==> config.mk <==
export PLATFORM = sky130hd
export DESIGN_NAME = size_conv_tx_32_to_64
export DESIGN_NICKNAME = d
export VERILOG_FILES = /design/src/rtl/udma_mram_pkg.sv /design/src/rtl/size_conv_tx_32_to_64.sv
export SDC_FILE = /design/constraint.sdc
export NUM_CORES = 1
export LEC_CHECK = 0
export CAP_MARGIN = 30
export CORE_AREA = 2 2 138 140
export CTS_CLUSTER_SIZE = 14
export DETAILED_ROUTE_END_ITERATION = 8
export DIE_AREA = 0 0 140 142
export HOLD_SLACK_MARGIN = 0.06
export REMOVE_ABC_BUFFERS = 1
export SYNTH_ARGS = -nofsm -noshare
export SYNTH_HDL_FRONTEND = slang
export SYNTH_SLANG_ARGS = --single-unit
==> constraint.sdc <==
create_clock -name clk -period 10.5 [get_ports clk]
set_input_delay 3.15 -clock clk [delete_from_list [all_inputs] [get_ports clk]]
set_output_delay 3.15 -clock clk [all_outputs]
set_load 0.03 [all_outputs]
==> src/rtl/udma_mram_pkg.sv <==
// Shared definitions for the uDMA <-> MRAM size converters: TX state encoding,
// MRAM word geometry and byte-enable patterns.
package udma_mram_pkg;

  typedef enum logic [2:0] {
    IDLE    = 3'd0,
    FILL_LO = 3'd1,
    FILL_HI = 3'd2,
    WRITE   = 3'd3,
    DONE    = 3'd4
  } tx_state_e;

  localparam int          MRAM_WORD_BYTES = 8;
  localparam int          BEAT_BYTES      = 4;
  localparam int          MRAM_ADDR_W     = 16;
  localparam logic [7:0]  BE_LO           = 8'h0F;
  localparam logic [7:0]  BE_ALL          = 8'hFF;

endpackage

==> src/rtl/size_conv_tx_32_to_64.sv <==
// TX size converter: pops 32-bit beats from the TX FIFO, packs pairs into
// 64-bit MRAM words and writes them with a req/gnt handshake, then pulses eot.
module size_conv_tx_32_to_64
  import udma_mram_pkg::*;
#(
  parameter int TRANS_SIZE = 16
) (
  input  logic                   clk,
  input  logic                   rst,
  input  logic                   push_cmd_req_i,
  output logic                   push_cmd_gnt_o,
  input  logic [MRAM_ADDR_W-1:0] data_tx_addr_i,
  input  logic [TRANS_SIZE-1:0]  data_tx_size_i,
  input  logic [31:0]            data_tx_wdata_i,
  input  logic                   data_tx_valid_i,
  output logic                   data_tx_ready_o,
  output logic [MRAM_ADDR_W-1:0] data_tx_waddr_o,
  output logic [63:0]            data_tx_wdata_o,
  output logic [7:0]             data_tx_be_o,
  output logic                   data_tx_req_o,
  input  logic                   data_tx_gnt_i,
  output logic                   data_tx_clk_en_o,
  output logic                   data_tx_eot_o,
  output logic                   pending_o,
  input  logic                   NVR_i,
  input  logic                   TMEN_i,
  input  logic                   AREF_i,
  output logic                   mram_NVR_o,
  output logic                   mram_TMEN_o,
  output logic                   mram_AREF_o
);

  localparam logic [TRANS_SIZE-1:0] BEAT_STEP = TRANS_SIZE'(BEAT_BYTES);

  tx_state_e              cs_q, cs_d;
  logic [MRAM_ADDR_W-1:0] addr_q, addr_d;
  logic [TRANS_SIZE-1:0]  rem_q, rem_d;
  logic [31:0]            lo_q, lo_d;
  logic [31:0]            hi_q, hi_d;
  logic [7:0]             be_q, be_d;
  logic                   nvr_q, nvr_d;
  logic                   tmen_q, tmen_d;
  logic                   aref_q, aref_d;

  // Transfers are whole 32-bit beats; the byte offset within a beat is dropped.
  logic unused_size_bits;
  assign unused_size_bits = ^data_tx_size_i[1:0];

  always_ff @(posedge clk or posedge rst) begin
    if (rst) begin
      cs_q   <= IDLE;
      addr_q <= '0;
      rem_q  <= '0;
      lo_q   <= '0;
      hi_q   <= '0;
      be_q   <= '0;
      nvr_q  <= 1'b0;
      tmen_q <= 1'b0;
      aref_q <= 1'b0;
    end else begin
      cs_q   <= cs_d;
      addr_q <= addr_d;
      rem_q  <= rem_d;
      lo_q   <= lo_d;
      hi_q   <= hi_d;
      be_q   <= be_d;
      nvr_q  <= nvr_d;
      tmen_q <= tmen_d;
      aref_q <= aref_d;
    end
  end

  always_comb begin
    cs_d             = cs_q;
    addr_d           = addr_q;
    rem_d            = rem_q;
    lo_d             = lo_q;
    hi_d             = hi_q;
    be_d             = be_q;
    nvr_d            = nvr_q;
    tmen_d           = tmen_q;
    aref_d           = aref_q;
    push_cmd_gnt_o   = 1'b0;
    data_tx_ready_o  = 1'b0;
    data_tx_waddr_o  = '0;
    data_tx_wdata_o  = '0;
    data_tx_be_o     = '0;
    data_tx_req_o    = 1'b0;
    data_tx_clk_en_o = 1'b0;
    data_tx_eot_o    = 1'b0;

    unique case (cs_q)
      IDLE: begin
        push_cmd_gnt_o = push_cmd_req_i;
        if (push_cmd_req_i) begin
          addr_d = data_tx_addr_i;
          rem_d  = {data_tx_size_i[TRANS_SIZE-1:2], 2'b00};
          nvr_d  = NVR_i;
          tmen_d = TMEN_i;
          aref_d = AREF_i;
          // A sub-beat size still completes the handshake with an eot, just no write.
          if (data_tx_size_i[TRANS_SIZE-1:2] == '0) begin
            cs_d = DONE;
          end else begin
            cs_d = FILL_LO;
          end
        end
      end

      FILL_LO: begin
        data_tx_ready_o = 1'b1;
        if (data_tx_valid_i) begin
          lo_d  = data_tx_wdata_i;
          rem_d = rem_q - BEAT_STEP;
          if (rem_q == BEAT_STEP) begin
            hi_d = '0;
            be_d = BE_LO;
            cs_d = WRITE;
          end else begin
            cs_d = FILL_HI;
          end
        end
      end

      FILL_HI: begin
        data_tx_ready_o = 1'b1;
        if (data_tx_valid_i) begin
          hi_d  = data_tx_wdata_i;
          rem_d = rem_q - BEAT_STEP;
          be_d  = BE_ALL;
          cs_d  = WRITE;
        end
      end

      WRITE: begin
        data_tx_req_o   = 1'b1;
        data_tx_waddr_o = addr_q;
        data_tx_wdata_o = {hi_q, lo_q};
        data_tx_be_o    = be_q;
        if (data_tx_gnt_i) begin
          data_tx_clk_en_o = 1'b1;
          addr_d           = addr_q + 1'b1;
          cs_d             = (rem_q == '0) ? DONE : FILL_LO;
        end
      end

      DONE: begin
        data_tx_eot_o = 1'b1;
        cs_d          = IDLE;
      end

      default: begin
        cs_d = IDLE;
      end
    endcase
  end

  assign pending_o   = push_cmd_req_i | (cs_q != IDLE);
  assign mram_NVR_o  = nvr_q;
  assign mram_TMEN_o = tmen_q;
  assign mram_AREF_o = aref_q;

endmodule

==> results.ini, run 1 <==
[run_status]
status=finished, violations left
violations=DRC

[global_routing]
antenna_found_initial=0
grt_pass1_vias=4559
grt.total_usage_pct=15.0
grt_pass1_wl_um=24100
grt_overflow=0
grt_max_degree=107

[logic_synthesis]
synth_edf_count=0
synth_cells=533
yosys_most_used_dff=dfrtp_1
ys_warn_count=0
synthArstFlopShare_pct=100
synth_area_um2=5430
synth-seq-cells=102
seq_area_frac_synth_pct=47.0
ys_types=63
syn_area_per_cell_um2=10.2

[cts]
clkSinkCount=102
cts_max_level=3
root_buffer=clkbuf_16
clock_latency_ns=0.35
cts_tree=built
postCtsSetupRepairBufs=0
cts_made_buffers=9
clock_path_buffers=2
path_clk_slew_ns=0.08
ctsHoldBuffers=0
ctsResizeCount=0

[timing]
clock.fmax_ghz=0.129
rsz0062_at_grt=false
min_period_ns=7.76
hold_violations=0
fin_skew_ns=0.0110
min_period_over_period_pct=73.9
slew_viol_final=0
worstMarginPinSlew_ns=0.874
tns_ns=0
finalSetupViolCount=0
slew_headroom_pct=41.7

[cells_and_area]
mostFrequentLayoutCells=clkdlybuf4s50_1 (166), dfrtp_1 (102), and2_1 (78)
final_common_cell=clkdlybuf4s50_1
finalInstanceArea_um2=7530
drive_gt1_share_pct=10.9
seq_area_um2=2550
fill_cells=1786
insertedDiodeCount=0
final_nets=746
syn2layout_area_growth_pct=38.8
multiInputGateArea_um2=2560

[power]
ir_drop_mv=0.149
static-leakage-power_nw=3.03
p_per_area_nw_per_um2=322

[hold_path]
min_path_type=flip-flop to flip-flop
holdCritStartpoint=be_q[3]

[critical_path]
critPathKind=primary input to output pin
arrival_ns=4.61
worstSetupStartpointType=primary input
cpPeakStageDelay_ns=0.70
startpoint=push_cmd_req_i
crit_chain=clkdlybuf4s50_1, and2_1, clkdlybuf4s50_1
worst-path-max-fanout=4
endpoint_kind=output pin
required_ns=7.35
r2r-start=cs_q[0]
cp_common_cell=clkdlybuf4s50_1
slowest_stage=clkdlybuf4s50_1

[drt]
vias=4683
wl_per_cell_um=16.4
drtIter0Drc=256
via_per_inst=5.15
totalWireLength_um=14900
drcViolationCount=14
final_antenna_net_count=0
first_pass_iters=7

[placed_design]
place_hpwl_um=10300
gp_congestion=0.875
port_buffers=166
dpl_cell_area_um2=7230

[die]
die_w_um=140
pin_count=169
dieHeight_um=142
core_area_um2=18500
row_count=50
start_util_pct=29.4
dieArea_um2=19900

[run]
maxCapViolCount=0

==> synthesized netlist by cell type, types with 2 or more instances <==
master / count / share of area [%]
a211oi_1: 11 / 1.5
a21oi_1: 19 / 1.8
a22o_1: 33 / 5.3
a22oi_1: 3 / 0.41
a2bb2oi_1: 8 / 1.3
and2_1: 78 / 9.0
and3_1: 2 / 0.23
and4_1: 5 / 0.81
buf_2: 18 / 1.7
buf_4: 8 / 1.1
clkbuf_1: 21 / 1.5
dfrtp_1: 102 / 47
ha_1: 3 / 0.69
inv_1: 23 / 1.6
mux2_1: 3 / 0.62
mux2_2: 36 / 7.5
mux2i_1: 3 / 0.55
nand2_1: 26 / 1.8
nand2b_1: 4 / 0.46
nand3_1: 10 / 0.92
nand3b_1: 3 / 0.41
nand4_1: 11 / 1.3
nor2_1: 11 / 0.76
nor3_1: 9 / 0.83
nor3_2: 2 / 0.37
nor4_1: 10 / 1.2
o211ai_1: 2 / 0.28
o21ai_0: 16 / 1.5
o21ai_1: 2 / 0.18
o22ai_1: 14 / 1.6
o31ai_1: 4 / 0.55
or4_1: 2 / 0.28
==> sequential cells by signal, summed over array words and instances (netlist names) <==
signal / cells
mram_AREF_o: 1
mram_TMEN_o: 1
rem_q: 14
cs_q: 3
lo_q: 32
addr_q: 16
be_q: 2
hi_q: 32
mram_NVR_o: 1
==> layer usage <==
metal,vias up,global-route usage [%],wire [um]
met5,-,0,0
met4,0,4.73,182
met3,16,2.69,915
met2,153,24.6,7010
met1,2312,20.3,6780
li1,2202,-,-
==> power by group <==
group | internal, mW | total, mW | switching, mW | leakage, nW
Clock | 0.169 | 0.336 | 0.166 | 0.148
Combinational | 0.604 | 1.36 | 0.758 | 1.66
Sequential | 0.581 | 0.731 | 0.149 | 1.22
Total | 1.36 | 2.43 | 1.07 | 3.03
==> logic make-up after synthesis <==
| group | Yosys count | share of synthesized area [%] |
|---|---|---|
| muxes | 42 | 8.64 |
| xor gates and xnor gates | 1 | 0.161 |
| buffers and inverters | 72 | 6.11 |
| and+or+nand+nor | 183 | 20.0 |
| DFF | 102 | 47.0 |
| adders and majority gates | 3 | 0.691 |
| AOI/OAI and AO/OA | 130 | 17.4 |
==> layout make-up <==
class	instances	share of cell area, %
Clock buffer	9	2.99
Sequential cell	102	33.9
Inverter	23	1.18
Tap cell	234	3.89
Timing Repair Buffer	176	23.1
Multi-Input combinational cell	359	34.0
Clock inverter	7	0.980
==> stage by stage <==
step,hold slack [ns],worst slack [ns],total power [mW],instances,util (%)
floorplan,0.425,3.80,1.58,484,-
global placement,0.451,2.77,2.07,893,39.2
detailed placement,0.456,2.73,2.11,894,39.2
CTS,0.482,2.73,2.46,910,40.8
global route,0.510,2.71,2.60,910,40.8
finish,0.473,2.74,2.43,910,40.8
==> final timing paths <==
path                                   to  slack [ns]  cells past startpoint
max                        push_cmd_gnt_o        2.74                      3
min                               be_q[3]        0.47                      1
max reg2reg                      rem_q[9]        7.52                      6
min reg2reg                       be_q[3]        0.47                      1
max in group asynchronous        hi_q[23]        6.11                      3
min in group asynchronous      addr_q[15]        3.22                      2
==> worst max-delay path, delay by kind of cell <==
family	cells	cell delay, ns
buffers and inverters	2	1.22
and+or+nand+nor	1	0.23
Note: power is estimated with default switching activity, not from simulation.
==> run 2, diff against run 1 <==
==> constraint.sdc (replaced) <==
create_clock -name clk -period 6.8 [get_ports clk]
set_input_delay 2.04 -clock clk [delete_from_list [all_inputs] [get_ports clk]]
set_output_delay 2.04 -clock clk [all_outputs]
set_load 0.03 [all_outputs]
==> results.ini, run 2 (synthesized netlist as in run 1, its figures left out) <==
[run_status]
status=finished, violations left
violations=DRC

[timing]
min_period_over_period_pct=81.3
hold_violations=0  ; unchanged
slew_headroom_pct=44.0  ; +2.2 points
worstMarginPinSlew_ns=0.841  ; -0.0334 ns
tns_ns=0  ; unchanged
clock.fmax_ghz=0.181
rsz0062_at_grt=false
finalSetupViolCount=0  ; unchanged
fin_skew_ns=0.00749  ; -0.00347 ns
slew_viol_final=0  ; unchanged
whs_ns=0.462  ; -0.0104 ns
min_period_ns=5.53

[cells_and_area]
finalInstanceArea_um2=7540  ; +0.12%
stdcell_count=912  ; +0.22%
drive_gt1_share_pct=11.2  ; +0.26 points
final_common_cell=clkdlybuf4s50_1
fill_cells=1761  ; -1.4%
mostFrequentLayoutCells=clkdlybuf4s50_1 (166), dfrtp_1 (102), and2_1 (78)
reg_top3=hi_q: 32 flops, lo_q: 32 flops, addr_q: 16 flops
syn2layout_area_growth_pct=38.9
insertedDiodeCount=0  ; unchanged
final_nets=748  ; +0.27%

[cts]
cts_tree=built
postCtsSetupRepairBufs=0  ; unchanged
root_buffer=clkbuf_16
clock_latency_ns=0.35  ; about the same
cts_made_buffers=9  ; unchanged
clock_path_buffers=2  ; unchanged
ctsHoldBuffers=0  ; unchanged
path_clk_slew_ns=0.07  ; about the same
clkSinkCount=102  ; unchanged
ctsResizeCount=0  ; unchanged
cts_max_level=3  ; unchanged

[global_routing]
grt.total_usage_pct=15.2  ; +0.17 points
met3_usage_pct=3.90  ; +1.2 points
grt_pass1_vias=4580  ; +0.46%
grt_overflow=0  ; unchanged
use_met1_pct=20.7  ; +0.43 points
grt_pass1_wl_um=24200  ; +0.43%
grt_busiest_layer=met2
antenna_found_initial=0  ; unchanged
grt_max_degree=57  ; -47%
use_met2_pct=24.3  ; -0.31 points

[power]
p_int_mw=2.10  ; +55%
ir_drop_mv=0.194  ; +30%
static-leakage-power_nw=3.04  ; +0.27%
p_per_area_nw_per_um2=498  ; +54%
p_switching_mw=1.66  ; +55%
pwr-share-comb_pct=56.3  ; +0.2 points
switching_share_pct=44.2  ; about the same
clockPowerShare_pct=13.6  ; -0.2 points
seqPwrFrac_pct=30.1  ; about the same

[critical_path]
reg2reg_depth=6  ; unchanged
endpoint_kind=output pin
arrival_ns=3.49  ; -1.12 ns
worstSetupStartpointType=primary input
worst-path-max-fanout=4  ; unchanged
critPathKind=primary input to output pin
required_ns=4.76  ; -2.59 ns

[placed_design]
dpl_cell_area_um2=7250  ; +0.21%
dpl.cell_count=896  ; +0.22%
place_hpwl_um=10400  ; +0.67%
gp_congestion=0.873  ; -0.30%
port_buffers=166  ; unchanged

[die]
row_count=50  ; unchanged
die_w_um=140  ; unchanged
core_area_um2=18500  ; unchanged
dieHeight_um=142  ; unchanged
start_util_pct=29.4  ; unchanged
pin_count=169  ; unchanged
dieArea_um2=19900  ; unchanged

[run]
maxCapViolCount=0  ; unchanged

[drt]
first_pass_iters=7  ; unchanged
vias=4689  ; +0.13%
drcViolationCount=14  ; unchanged
via_per_inst=5.14  ; about the same
totalWireLength_um=15100  ; +1.1%
wl_per_cell_um=16.5  ; +0.90%
drtIter0Drc=239  ; -6.6%
final_antenna_net_count=0  ; unchanged

[hold_path]
min_path_type=flip-flop to flip-flop
whs_path_depth=1  ; unchanged

-- run 2: changes by cell type in the layout (fill, tap and decap cells not counted) --
cell	change
inv_8	-1
clkinv_2	+1
buf_4	+2
-- run 2: power by group through the flow --
stage                     clock network (mW)  logic [mW]  registers (mW)
after floorplan                            0        1.36            1.08
after global placement                     0        2.08            1.12
after detailed placement                   0        2.12            1.14
after CTS                              0.533        2.13            1.13
after global routing                   0.560        2.28            1.18
final                                  0.511        2.12            1.13
-- run 2: worst max-delay path, stage by stage --
cell and delay, ns:
clkdlybuf4s50_1 0.53, and2_1 0.22, clkdlybuf4s50_1 0.70
-- run 2: area by class of cell --
| class | instances | area, um2 | area share [%] |
|---|---|---|---|
| clock inverters | 7 | 67.6 | 0.896 |
| repair buffers | 178 | 1750 | 23.2 |
| well taps | 234 | 293 | 3.88 |
| inverters | 23 | 88.8 | 1.18 |
| clock buffers | 9 | 225 | 2.99 |
| flip-flops and latches | 102 | 2550 | 33.8 |
| multi-input cells | 359 | 2560 | 34.0 |
-- run 2: worst paths after layout --
kind / from / slack (ns) / to
max: push_cmd_req_i / 1.27 / push_cmd_gnt_o
min: be_q[3] / 0.46 / be_q[3]
max reg2reg: cs_q[0] / 3.81 / rem_q[9]
min reg2reg: be_q[3] / 0.46 / be_q[3]
max in group asynchronous: rst / 3.50 / addr_q[11]
min in group asynchronous: rst / 2.11 / hi_q[1]
-- run 2: stage by stage --
step | worst slack, ns | total power [mW] | util (%)
after floorplan | 1.21 | 2.44 | -
after global placement | 1.29 | 3.20 | 39.2
after detailed placement | 1.28 | 3.26 | 39.3
after CTS | 1.27 | 3.79 | 40.9
after global routing | 1.10 | 4.02 | 40.9
final | 1.27 | 3.76 | 40.9
-- run 2: per-layer routing --
metal  up-vias  share of wire [%]  wire length (um)
met4         0               0.86               129
met5         -                  0                 0
met1      2321                 46              6960
li1       2208                  -                 -
met2       144                 47              7140
met3        16                5.5               829
